File: src/rtl/rv_pkg.sv
// Shared RV32I integer-pipeline definitions: register-file widths, load funct3
// codes, the writeback entry layout and the load-data formatter (also used by
// the data-memory unit).
package rv_pkg;

    localparam int XLEN       = 32;
    localparam int REG_ADDR_W = 5;

    localparam logic [2:0] F3_LB  = 3'b000;
    localparam logic [2:0] F3_LH  = 3'b001;
    localparam logic [2:0] F3_LW  = 3'b010;
    localparam logic [2:0] F3_LBU = 3'b100;
    localparam logic [2:0] F3_LHU = 3'b101;

    // One pending register write.
    typedef struct packed {
        logic [REG_ADDR_W-1:0] rd;
        logic [XLEN-1:0]       data;
    } wb_entry_t;

    // Which source owns the register-file write port this cycle.
    typedef enum logic [1:0] {
        SRC_NONE   = 2'd0,
        SRC_ALU    = 2'd1,
        SRC_FIFO   = 2'd2,
        SRC_BYPASS = 2'd3
    } wb_src_e;

    // Extract and extend load data from the aligned memory word.
    // Unknown encodings are treated as a full-word load.
    function automatic logic [XLEN-1:0] load_format(
        input logic [2:0]      funct3,
        input logic [1:0]      byte_off,
        input logic [XLEN-1:0] rdata
    );
        logic [7:0]      b;
        logic [15:0]     h;
        logic [XLEN-1:0] r;
        b = rdata[{byte_off, 3'b000} +: 8];
        h = byte_off[1] ? rdata[31:16] : rdata[15:0];
        case (funct3)
            F3_LB:   r = {{24{b[7]}}, b};
            F3_LH:   r = {{16{h[15]}}, h};
            F3_LBU:  r = {24'd0, b};
            F3_LHU:  r = {16'd0, h};
            default: r = rdata;
        endcase
        return r;
    endfunction

endpackage

File: src/rtl/wb_load_fifo.sv
// Load-response buffer for the writeback unit: synchronous FIFO of formatted
// {rd, data} entries with count/full/empty status. The caller never pops
// when empty nor pushes when full.
module wb_load_fifo
    import rv_pkg::*;
#(
    parameter int DEPTH = 2,
    parameter int CNT_W = $clog2(DEPTH) + 1
) (
    input  logic             clock,
    input  logic             reset,
    input  logic             push,
    input  wb_entry_t        push_data,
    input  logic             pop,
    output wb_entry_t        head,
    output logic [CNT_W-1:0] count,
    output logic             full,
    output logic             empty
);

    localparam int AW = $clog2(DEPTH);

    wb_entry_t       mem [DEPTH];
    logic [AW-1:0]   wr_ptr;
    logic [AW-1:0]   rd_ptr;

    assign head  = mem[rd_ptr];
    assign full  = (count == CNT_W'(DEPTH));
    assign empty = (count == '0);

    // Storage array; contents are don't-care until written, so no reset.
    always_ff @(posedge clock) begin
        if (push) mem[wr_ptr] <= push_data;
    end

    // Pointers wrap naturally because DEPTH is a power of two.
    always_ff @(posedge clock or negedge reset) begin
        if (!reset) begin
            wr_ptr <= '0;
            rd_ptr <= '0;
            count  <= '0;
        end else begin
            if (push) wr_ptr <= wr_ptr + 1'b1;
            if (pop)  rd_ptr <= rd_ptr + 1'b1;
            count <= count + CNT_W'(push) - CNT_W'(pop);
        end
    end

endmodule

File: src/rtl/writeback_unit.sv
// Writeback unit: arbitrates ALU results and formatted load responses onto
// the register file's single write port. Loads that lose arbitration are
// buffered and retire in acceptance order.
// Optional macro WB_STARVE_GUARD_EN: a buffered load that has waited
// STARVE_LIMIT cycles pre-empts the ALU for one cycle (alu_ready drops).
module writeback_unit
    import rv_pkg::*;
#(
    parameter int FIFO_DEPTH   = 2,
    parameter int STARVE_LIMIT = 4
) (
    input  logic                  clock,
    input  logic                  reset,
    input  logic                  alu_valid,
    output logic                  alu_ready,
    input  logic [REG_ADDR_W-1:0] alu_rd,
    input  logic [XLEN-1:0]       alu_data,
    input  logic                  ld_valid,
    output logic                  ld_ready,
    input  logic [REG_ADDR_W-1:0] ld_rd,
    input  logic [2:0]            ld_funct3,
    input  logic [1:0]            ld_byte_off,
    input  logic [XLEN-1:0]       ld_rdata,
    output logic                  wb_enable,
    output logic [REG_ADDR_W-1:0] rs_d,
    output logic [XLEN-1:0]       reg_d,
    output logic                  wb_pending
);

    localparam int CNT_W = $clog2(FIFO_DEPTH) + 1;

    wb_entry_t        ld_entry;
    wb_entry_t        head;
    wb_entry_t        sel;
    wb_src_e          src;
    logic [CNT_W-1:0] count;
    logic             full;
    logic             empty;
    logic             ld_acc;
    logic             push;
    logic             pop;
    logic             guard_fire;

    // Format at acceptance so the buffer holds final register values.
    assign ld_entry = '{rd: ld_rd, data: load_format(ld_funct3, ld_byte_off, ld_rdata)};

    // Ready/pending come from registered state only; a same-cycle pop does
    // not reopen a full buffer.
    assign ld_ready   = ~full;
    assign wb_pending = (count != '0);
    assign ld_acc     = ld_valid & ld_ready;
    assign alu_ready  = ~guard_fire;

`ifdef WB_STARVE_GUARD_EN
    localparam int ST_W = $clog2(STARVE_LIMIT + 1);

    logic [ST_W-1:0] starve_cnt;

    assign guard_fire = ~empty & (starve_cnt == ST_W'(STARVE_LIMIT));

    // Age of the buffer head in cycles lost; the guard pops when it hits the
    // limit, so the counter never runs past STARVE_LIMIT.
    always_ff @(posedge clock or negedge reset) begin
        if (!reset)            starve_cnt <= '0;
        else if (empty || pop) starve_cnt <= '0;
        else                   starve_cnt <= starve_cnt + 1'b1;
    end
`else
    assign guard_fire = 1'b0;
`endif

    // Source priority: starve guard, ALU, buffer head, bypassed load.
    always_comb begin
        src  = SRC_NONE;
        sel  = '0;
        pop  = 1'b0;
        if (guard_fire)     src = SRC_FIFO;
        else if (alu_valid) src = SRC_ALU;
        else if (!empty)    src = SRC_FIFO;
        else if (ld_acc)    src = SRC_BYPASS;
        case (src)
            SRC_ALU:    sel = '{rd: alu_rd, data: alu_data};
            SRC_FIFO: begin
                sel = head;
                pop = 1'b1;
            end
            SRC_BYPASS: sel = ld_entry;
            default:    sel = '0;
        endcase
        push = ld_acc & (src != SRC_BYPASS);
    end

    wb_load_fifo #(
        .DEPTH (FIFO_DEPTH),
        .CNT_W (CNT_W)
    ) u_fifo (
        .clock     (clock),
        .reset     (reset),
        .push      (push),
        .push_data (ld_entry),
        .pop       (pop),
        .head      (head),
        .count     (count),
        .full      (full),
        .empty     (empty)
    );

    // Registered write port; x0 results are consumed but not strobed.
    always_ff @(posedge clock or negedge reset) begin
        if (!reset) begin
            wb_enable <= 1'b0;
            rs_d      <= '0;
            reg_d     <= '0;
        end else begin
            wb_enable <= (src != SRC_NONE) && (sel.rd != '0);
            if (src != SRC_NONE) begin
                rs_d  <= sel.rd;
                reg_d <= sel.data;
            end
        end
    end

endmodule

File: config.mk
export PLATFORM = sky130hd
export DESIGN_NAME = writeback_unit
export DESIGN_NICKNAME = d
export VERILOG_FILES = /design/src/rtl/rv_pkg.sv /design/src/rtl/wb_load_fifo.sv /design/src/rtl/writeback_unit.sv
export SDC_FILE = /design/constraint.sdc
export NUM_CORES = 1
export LEC_CHECK = 0
export CORE_ASPECT_RATIO = 0.7
export CORE_MARGIN = 10
export CORE_UTILIZATION = 46
export CTS_CLUSTER_DIAMETER = 30
export CTS_CLUSTER_SIZE = 16
export DETAILED_ROUTE_END_ITERATION = 6
export PLACE_DENSITY_LB_ADDON = 0.08
export SYNTH_ARGS = -nofsm -noshare
export SYNTH_HDL_FRONTEND = slang
export SYNTH_SLANG_ARGS = --single-unit
File: constraint.sdc
create_clock -name clock -period 2.5 [get_ports clock]
set_input_delay 0.5 -clock clock [delete_from_list [all_inputs] [get_ports clock]]
set_output_delay 0.5 -clock clock [all_outputs]
set_load 0.03 [all_outputs]
==> results.yml <==
run_status:
  outcome: "finished, final reports clean"
cts:
  ctsHoldBuffers: 0
  clock_latency_ps: 410
  clkTransAtPathRegs_ps: 50
  post_cts_buffers: 0
  cts_root_buf: "clkbuf_16"
  cts_tree: "yes"
  htreeDepth: 4
  numCtsBuffers: 17
  cts_sinks: 116
  cts_resized: 0
  clockBufferDepth: 2
power_and_ir_drop:
  seq_power_share_pct: 34.9
  p_clk_share_pct: 30.4
  irDropWorstVdd_uv: 651
  powerDensity_nw_per_um2: 1080
  combinationalPowerShare_pct: 34.7
  power.net_switching_mw: 2.80
  power_leakage_nw: 3.15
  internal-power_mw: 5.66
  sw_frac_of_total_pct: 33.1
worst_setup_path:
  worstSetupPathType: "reg -> out"
  end_kind: "output port"
  cp-start-kind: "flip-flop"
  cp.required_ps: 2000
  arrival_ps: 1660
  path_max_fanout: 3
logic_synthesis:
  synth_edf_count: 74
  ys_warn_count: 0
  ys_ff_latch: 116
  synthTopCellsByArea: "edfxtp_1 (40%), dfrtp_1 (19%), mux2i_1 (9.1%), o21ai_0 (4.4%), a21oi_1 (4.2%)"
  yosysUniqueCellTypes: 43
  ys.flop_type: "edfxtp_1"
  synthesis.instances: 504
  yosys.area.top_type_share_pct: 39.6
  async_flop_share_pct: 36.2
  syn_nets: 589
  ys_seq_area_share_pct: 58.3
  netlist.top_cell.by_area: "edfxtp_1"
  postSynthAreaPerCell_um2: 11.1
  netlist_area_um2: 5610
sta:
  worst_slack_ps: 340
  tightest_slew_ps: 758
  rsz0062_at_grt: "no"
  setup_viol: 0
  finalClockSkew_ps: 6.40
  period_share_pct: 86.4
  hold_viol_final: 0
  final_max_slew_viol_count: 0
  layout_min_cycle_time_ps: 2160
  max_freq_mhz: 463
  slew_headroom_pct: 49.5
  whs_ps: 164
drt:
  ant_nets: 0
  drc: 0
  drt-pass1-iter-count: 4
  drtIter0Drc: 310
  vias: 4610
  viasPerCell: 5.64
  postRouteWirelength_mm: 16.7
  wl_per_cell_um: 20.5
placed_design:
  gp_congestion: 0.858
  io_buffer_count: 122
  hpwl_mm: 11.7
  place_area_um2: 7200
  dp_worst_setup_slack_ps: -22.0
grt:
  track_usage_pct: 19.4
  overflow: 0
  grt_pass1_wl_mm: 26.4
  antenna_found_initial: 1
  grt_start_max_net_pins: 36
  grt_pass1_vias: 4776
floorplan:
  die_h_um: 112
  rows: 33
  core_area_um2: 11800
  die_x_um: 152
  start_util_pct: 47.5
  io_pins: 124
  die_area_um2: 17100
run:
  cap_violations: 0
layout:
  diodes: 0
  fillerInstances: 908
  final_area_um2: 7830
  layout.nets: 732
  areaGrowthSynthToFinish_pct: 39.6
  final_layout_size_suffix_gt1_share_pct: 12.0
hold_path:
  hp-class: "in -> async"
==> path summary, 6_finish.rpt <==
path | from | end | slack [ps] | cells past startpoint
worst max-delay path | u_fifo.count[0] | ld_ready | 340 | 3
worst min-delay path | reset | rs_d[4] | 160 | 1
worst max register to register | u_fifo.count[1] | reg_d[26] | 560 | 7
worst min register to register | rs_d[1] | rs_d[1] | 480 | 2
max in group asynchronous | reset | reg_d[22] | 1630 | 2
min in group clock | alu_valid | reg_d[2] | 400 | 3
==> registers in the layout (all words and copies together), names as in the netlist <==
name,cells
wb_enable,1
u_fifo.count,2
u_fifo.mem,74
rs_d,5
u_fifo.wr_ptr,1
u_fifo.rd_ptr,1
reg_d,32
==> cell families (layout without fill, tap and decap cells) <==
kind of cell,after synthesis,in the layout,synth area share [%]
AO/OA/AOI/OAI,160,160,17.6
XOR/XNOR,4,4,0.625
adder cells (fa/ha/maj),2,2,0.446
buffers and inverters,61,217,4.51
flip-flops,116,116,58.3
multiplexers,57,57,10.6
other,1,1,0.0668
AND/OR/NAND/NOR,103,103,7.83
==> power by group through the flow <==
stage / Combinational [mW] / Sequential (mW) / Clock, mW
2_1_floorplan: 1.37 / 3.30 / 0
3_3_place_gp: 2.91 / 2.95 / 0
3_5_place_dp: 2.94 / 2.98 / 0
4_1_cts: 2.96 / 2.95 / 2.60
5_1_grt: 3.18 / 3.01 / 2.69
6_report: 2.94 / 2.95 / 2.57
==> synthesized netlist by cell type (all sizes together), types with 8 or more instances <==
cell and instances:
a211oi 17, a21oi 48, a22o 12, buf 15, clkbuf 21, dfrtp 42
edfxtp 74, inv 23, mux2i 51, nand2 31, nor2 56, o21ai 49
o22ai 8
==> area by class of cell <==
type                            instances  area [um2]  area share [%]
Clock buffer                           23         478            6.10
Multi-Input combinational cell        327        2090            26.7
Inverter                               25        93.8            1.20
Sequential cell                       116        3270            41.8
Timing Repair Buffer                  160        1550            19.7
Clock inverter                          9         151            1.93
Tap cell                              157         196            2.51
==> critical path, stage by stage (launching register included) <==
cell	delay, ps
dfrtp_1	380
inv_1	70
nand2_1	110
clkdlybuf4s50_1	690
==> per-layer routing <==
metal	global-route usage [%]	share of wire, %
met1	25.6	45
met2	29.6	46
met3	6.52	8.2
met4	5.82	1.5
met5	0	0
==> cell usage in the layout, fill, tap and decap left out, drive strengths merged, types with 3 or more instances in the layout <==
cell and instances:
o22ai 8, nor2 56, mux2i 51, xnor2 3, mux2 5, clkinv 4, clkbuf 23, nand2b 7
a21oi 48, clkdlybuf4s50 120, a31oi 7, inv 23, a22o 12, o21ai 49, clkinvlp 3, a221oi 5
a211oi 17, nand2 31, edfxtp 74, bufinv 4, dfrtp 42, a311o 6, buf 40
==> per-stage QoR <==
stage | cells | utilization, % | total power, mW | setup TNS, ps
after floorplan | 504 | - | 4.67 | 0
after global placement | 785 | 61.0 | 5.86 | 0
after detailed placement | 785 | 61.0 | 5.92 | -197
after CTS | 817 | 66.3 | 8.51 | 0
after global routing | 817 | 66.3 | 8.88 | 0
final | 817 | 66.3 | 8.46 | 0
No activity file was read; power rests on OpenSTA's default activity.
